**config.mk**
```make
export PLATFORM = sky130hd
export DESIGN_NAME = data_producer
export DESIGN_NICKNAME = d
export VERILOG_FILES = /design/src/rtl/data_producer.sv
export SDC_FILE = /design/constraint.sdc
export NUM_CORES = 1
export LEC_CHECK = 0
export CAP_MARGIN = 20
export CELL_PAD_IN_SITES_DETAIL_PLACEMENT = 1
export CELL_PAD_IN_SITES_GLOBAL_PLACEMENT = 2
export CORE_UTILIZATION = 31
export CTS_CLUSTER_SIZE = 20
export DETAILED_ROUTE_END_ITERATION = 8
export PLACE_DENSITY_LB_ADDON = 0.1
export SYNTH_ARGS = -nofsm -noshare
export SYNTH_HDL_FRONTEND = slang
export SYNTH_SLANG_ARGS = --single-unit
```
**constraint.sdc**
```tcl
create_clock -name clk -period 3.3 [get_ports clk]
set_input_delay 0.66 -clock clk [delete_from_list [all_inputs] [get_ports clk]]
set_output_delay 0.66 -clock clk [all_outputs]
set_load 0.01 [all_outputs]
```
**src/rtl/data_producer.sv**
```systemverilog
// Dummy AXI-Stream source: on start, emits packet_count packets of PKT_BEATS beats
// carrying a replicated 32-bit sequence, with optional valid throttling and inter-packet gaps.
module data_producer #(
  parameter int DW            = 128,
  parameter int PKT_BEATS     = 16,
  parameter int VALID_CYCLES  = 0,
  parameter int NVALID_CYCLES = 0,
  parameter int IPG_CYCLES    = 0
) (
  input  logic          clk,
  input  logic          resetn,
  input  logic          start,
  input  logic [31:0]   packet_count,
  output logic          busy,
  output logic          done,
  output logic [31:0]   packets_sent,
  output logic [DW-1:0] AXIS_TX_TDATA,
  output logic [4:0]    AXIS_TX_TUSER,
  output logic          AXIS_TX_TLAST,
  output logic          AXIS_TX_TVALID,
  input  logic          AXIS_TX_TREADY,
  output logic [1:0]    fsm_state
);

  typedef enum logic [1:0] {IDLE = 2'd0, SEND = 2'd1, THROTTLE = 2'd2, IPG = 2'd3} state_t;

  localparam logic [15:0] LAST_BEAT   = 16'(PKT_BEATS - 1);
  localparam logic [31:0] VALID_LEN   = 32'(VALID_CYCLES);
  localparam logic [31:0] NVALID_LEN  = 32'(NVALID_CYCLES);
  localparam logic [31:0] IPG_LEN     = 32'(IPG_CYCLES);
  localparam bit          THROTTLE_ON = (VALID_CYCLES != 0) && (NVALID_CYCLES != 0);
  localparam bit          IPG_ON      = (IPG_CYCLES != 0);

  state_t      state;
  logic [31:0] seq;
  logic [15:0] beat_idx;
  logic [31:0] pkt_idx;
  logic [31:0] pkt_total;
  logic [31:0] thr_cnt;
  logic [31:0] gap_cnt;
  logic        tvalid;
  logic        tlast;

  // Handshake: a beat transfers on any cycle with TVALID=1 and TREADY=1; once TVALID
  // rises it and TDATA/TUSER/TLAST hold until that transfer happens.
  logic        accept;
  logic [31:0] thr_inc;
  logic        final_pkt;
  logic        go_throttle;

  assign accept      = tvalid & AXIS_TX_TREADY;
  assign thr_inc     = thr_cnt + 32'd1;
  assign final_pkt   = (pkt_idx + 32'd1) == pkt_total;
  assign go_throttle = THROTTLE_ON && (thr_inc == VALID_LEN);

  assign AXIS_TX_TDATA  = {(DW/32){seq}};
  assign AXIS_TX_TUSER  = pkt_idx[4:0];
  assign AXIS_TX_TLAST  = tlast;
  assign AXIS_TX_TVALID = tvalid;
  assign fsm_state      = state;

  always_ff @(posedge clk or negedge resetn) begin
    if (!resetn) begin
      state        <= IDLE;
      seq          <= '0;
      beat_idx     <= '0;
      pkt_idx      <= '0;
      pkt_total    <= '0;
      thr_cnt      <= '0;
      gap_cnt      <= '0;
      tvalid       <= 1'b0;
      tlast        <= 1'b0;
      busy         <= 1'b0;
      done         <= 1'b0;
      packets_sent <= '0;
    end else begin
      done <= 1'b0;
      case (state)
        IDLE: begin
          if (start) begin
            seq          <= '0;
            beat_idx     <= '0;
            pkt_idx      <= '0;
            packets_sent <= '0;
            thr_cnt      <= '0;
            tlast        <= (LAST_BEAT == 16'd0);
            if (packet_count != 32'd0) begin
              pkt_total <= packet_count;
              state     <= SEND;
              tvalid    <= 1'b1;
              busy      <= 1'b1;
            end else begin
              done <= 1'b1;
            end
          end
        end
        SEND: begin
          if (accept) begin
            seq <= seq + 32'd1;
            if (tlast && final_pkt) begin
              packets_sent <= packets_sent + 32'd1;
              beat_idx     <= '0;
              state        <= IDLE;
              tvalid       <= 1'b0;
              busy         <= 1'b0;
              done         <= 1'b1;
            end else begin
              if (tlast) begin
                packets_sent <= packets_sent + 32'd1;
                pkt_idx      <= pkt_idx + 32'd1;
                beat_idx     <= '0;
                tlast        <= (LAST_BEAT == 16'd0);
              end else begin
                beat_idx <= beat_idx + 16'd1;
                tlast    <= (beat_idx + 16'd1) == LAST_BEAT;
              end
              // An inter-packet gap absorbs any throttle gap due on the same beat.
              if (tlast && IPG_ON) begin
                state   <= IPG;
                tvalid  <= 1'b0;
                thr_cnt <= '0;
                gap_cnt <= IPG_LEN - 32'd1;
              end else if (go_throttle) begin
                state   <= THROTTLE;
                tvalid  <= 1'b0;
                thr_cnt <= '0;
                gap_cnt <= NVALID_LEN - 32'd1;
              end else begin
                thr_cnt <= thr_inc;
              end
            end
          end
        end
        THROTTLE, IPG: begin
          if (gap_cnt == 32'd0) begin
            state  <= SEND;
            tvalid <= 1'b1;
          end else begin
            gap_cnt <= gap_cnt - 32'd1;
          end
        end
        default: state <= IDLE;
      endcase
    end
  end

endmodule
```
==> metrics.txt <==
highest clock rate 312 MHz; worst slack at placement 3.19 ps; RR Endpoint pkt_idx[29]; number of diodes 0; Leak Pwr 0.00477 uW; Syn-to-layout area delta 30.2%; relative slew slack 59.9%; Remaining Overflow, GRT 0; CORE AREA 28700 um^2; syn avg cell area 9.06 um^2; cts hold-fix bufs 0; die area 29900 um^2; final hold vios 0; drt pass-1 iters 6; simple-gate share of the synthesized area 21.7%; required time worst endpoint 3670 ps; WL final 28.3 mm; Clock transition at path regs 70 ps; Wirelength per Cell 18.4 um; Power Total 5440 uW; Post-Place Cells 1504; Max Slew Vio Count 0; initial antenna violation count 0; actual slew at the worst max-slew pin 594 ps; Max stage delay on crit path 550 ps; storage element area 3680 um^2; Cells after Synth 999; first-pass GRT wire length 45.9 mm; post-route setup TNS 0 ps; vias per cell 5.05; WS Path Type reg2reg; status finished clean; crit path buf inv count 2; TritonCTS clock tree done; crit-path cells ha_1, buf_4, and2_2, o211a_1, o311ai_0, nor4_4, nand4_1, nor4b_4, a22o_1, buf_12, or4_1, nand3_1; Post-Synth XOR/XNOR Area 7.65%; Clock Skews 10.7 ps; Synth Area in Adders 0.691%; Final setup viols 0; peak supply drop 252 uV; DRT antenna net count 0; Seq/Total Area, Yosys 40.6%; WHS 170 ps; post-DP HPWL 21.0 mm; CTS max path bufs 2; IO Count 207; Post-synth ARST share 100%; Via Count 7768; GPL Wtd Cong 0.763; Power per Cell Area 462 nW/um^2; insertion delay to the later sink of the worst-skew pair 430 ps; largest net degree at the start of global routing 71; CTS sink cnt 147; vias in the first global route 7931; die height 173 um; delay-heaviest family, CP simple AND/OR/NAND/NOR gates; htree depth 4; Critical-path top delay cell o311ai_0; Remaining DRCs 0; cell row count 62; worst reg2reg startpoint pkt_idx[0]; final setup margin 98.9 ps; R2R Setup Slk 100 ps; syn nets 1040; proportion of synthesized area in mux cells 5.64%; post-synthesis register bit count 147; min Tclk post-route 3200 ps; CP Capture Type flop; Final Non-Filler Cells 1537; Synth Warn # 0; Synth Flop Type dfrtp_1; CTS buffer count 17; layout cells sized above 1 14.4%; Worst Path Arrival 3570 ps; DIE WIDTH 173 um; First DRT Iteration DRCs 425; Initial Utilization 31.5%; post-synthesis cell type count 64; number of max-cap violations 0; largest family of logic cells by synthesized area simple AND/OR/NAND/NOR gates; total track usage 19.3%; root buf cell clkbuf_16; reg2reg path depth 12; compound-gate portion of the synthesized area 11.6%; worst hold path class in2async; Filler Cell Count 3271; Period Utilization, post-route 97.0%; Mapped Area 9050 um^2; area of the multi-input gates 4350 um^2; Post-synth EDFFs 0; CP startpoint kind flop; Final Net Count 1181; critical path peak fanout 10; I/O Buffers 205
## per-layer routing
metal  wire, um  vias up  GRT usage (%)
met4        280        0           5.09
met1      14200     3869           27.6
li1           -     3711              -
met5          0        -              0
met2      12800      173           30.3
met3       1000       15           2.70
## state kept, by name, summed over array words and instances (netlist names)
signal	cells
AXIS_TX_TVALID	1
pkt_total	32
seq	32
packets_sent	32
done	1
beat_idx	16
pkt_idx	32
AXIS_TX_TLAST	1
## cells in the final DEF, fill, tap and decap left out, types with 6 or more instances in the layout
cell type | Yosys | layout
and2_1 | 10 | 8
xor2_1 | 44 | 44
xnor2_1 | 35 | 35
inv_1 | 17 | 17
mux2_2 | 32 | 32
nor3_1 | 18 | 18
clkdlybuf4s50_1 | 0 | 204
o31ai_1 | 21 | 21
nand2_1 | 93 | 93
and4_1 | 8 | 8
nor2_1 | 72 | 72
clkbuf_16 | 0 | 17
buf_4 | 105 | 64
or3_1 | 9 | 9
o21ai_0 | 47 | 47
a31oi_1 | 11 | 11
a21oi_1 | 26 | 26
nor4_1 | 14 | 13
o21ai_1 | 21 | 20
mux2i_1 | 15 | 15
o21ai_2 | 9 | 9
nand3_1 | 61 | 61
dfrtp_1 | 147 | 146
clkinvlp_4 | 0 | 7
nand4_1 | 36 | 36
o41ai_1 | 6 | 6
and3_1 | 26 | 26
## power by group
| part | switching [uW] | internal, uW | total, uW | leakage (uW) |
|---|---|---|---|---|
| Clock | 859 | 1050 | 1910 | 0.000249 |
| Sequential | 247 | 2000 | 2250 | 0.00195 |
| Combinational | 636 | 654 | 1290 | 0.00258 |
## final cells by class
type / instances / share of cell area [%]
Clock buffer: 19 / 3.68
Multi-Input combinational cell: 682 / 36.9
Timing Repair Buffer: 275 / 22.5
Clock inverter: 13 / 1.07
Inverter: 17 / 0.542
Sequential cell: 147 / 31.2
Tap cell: 384 / 4.08
## worst max path at each step
stage               startpoint          end  slack (ps)  cells after the start
floorplan           pkt_idx[0]   pkt_idx[7]         340                     12
global placement    pkt_idx[4]  pkt_idx[18]         150                     11
detailed placement  pkt_idx[0]  pkt_idx[15]           3                     11
CTS                 pkt_idx[0]  pkt_idx[15]          40                     11
global route        pkt_idx[0]  pkt_idx[29]         -10                     12
finish              pkt_idx[0]  pkt_idx[29]         100                     12
## cell families (layout without fill, tap and decap cells)
group                    after synthesis  in the layout
AO/OA/AOI/OAI                        167            167
XOR/XNOR                              79             79
adder cells (fa/ha/maj)                5              5
buffers and inverters                170            324
flip-flops                           147            147
multiplexers                          47             47
other                                  1              1
AND/OR/NAND/NOR                      383            383
## repair_timing
item | in CTS | in global routing
pin swaps | 0 | 6
gates resized for setup | 2 | 10
endpoints found under the hold margin | 0 | 0
endpoints found under the setup margin | 30 | 32
setup buffers | 0 | 1
## stage by stage
step	util (%)	instance area, um^2
after floorplan	-	9050
after CTS	40.9	11700
after global routing	41.0	11800
after global placement	38.9	11200
after detailed placement	38.9	11200
final	41.0	11800
## cell usage after synthesis (3+ instances only)
library cell  instances  area (um^2)
clkbuf_1             30          113
nor2_1               72          270
nand3b_1              3         22.5
buf_6                 3         33.8
nand4_1              36          225
and4_1                8         70.1
nor2b_1               5         31.3
or2_2                 5         31.3
mux2i_1              15          150
nor4_1               14         87.6
nor3_1               18         90.1
ha_1                  5         62.6
o41ai_1               6         52.6
o31ai_1              21          158
xor2_1               44          385
or4_1                 4         30.0
o31a_1                3         26.3
xnor2_1              35          307
and2_1               10         62.6
a31oi_1              11         68.8
and3_1               26          163
nand2_1              93          349
inv_1                17         63.8
o21ai_0              47          235
buf_4               105          788
o211ai_1              3         22.5
nand2b_1              4         25.0
o21ai_1              21          105
dfrtp_1             147         3680
nor4b_1               3         26.3
mux2_2               32          360
a21oi_1              26          130
nand3_1              61          305
o21ai_2               9         78.8
or3_1                 9         56.3
buf_2                13         65.1
No activity file was read; power rests on OpenSTA's default activity.
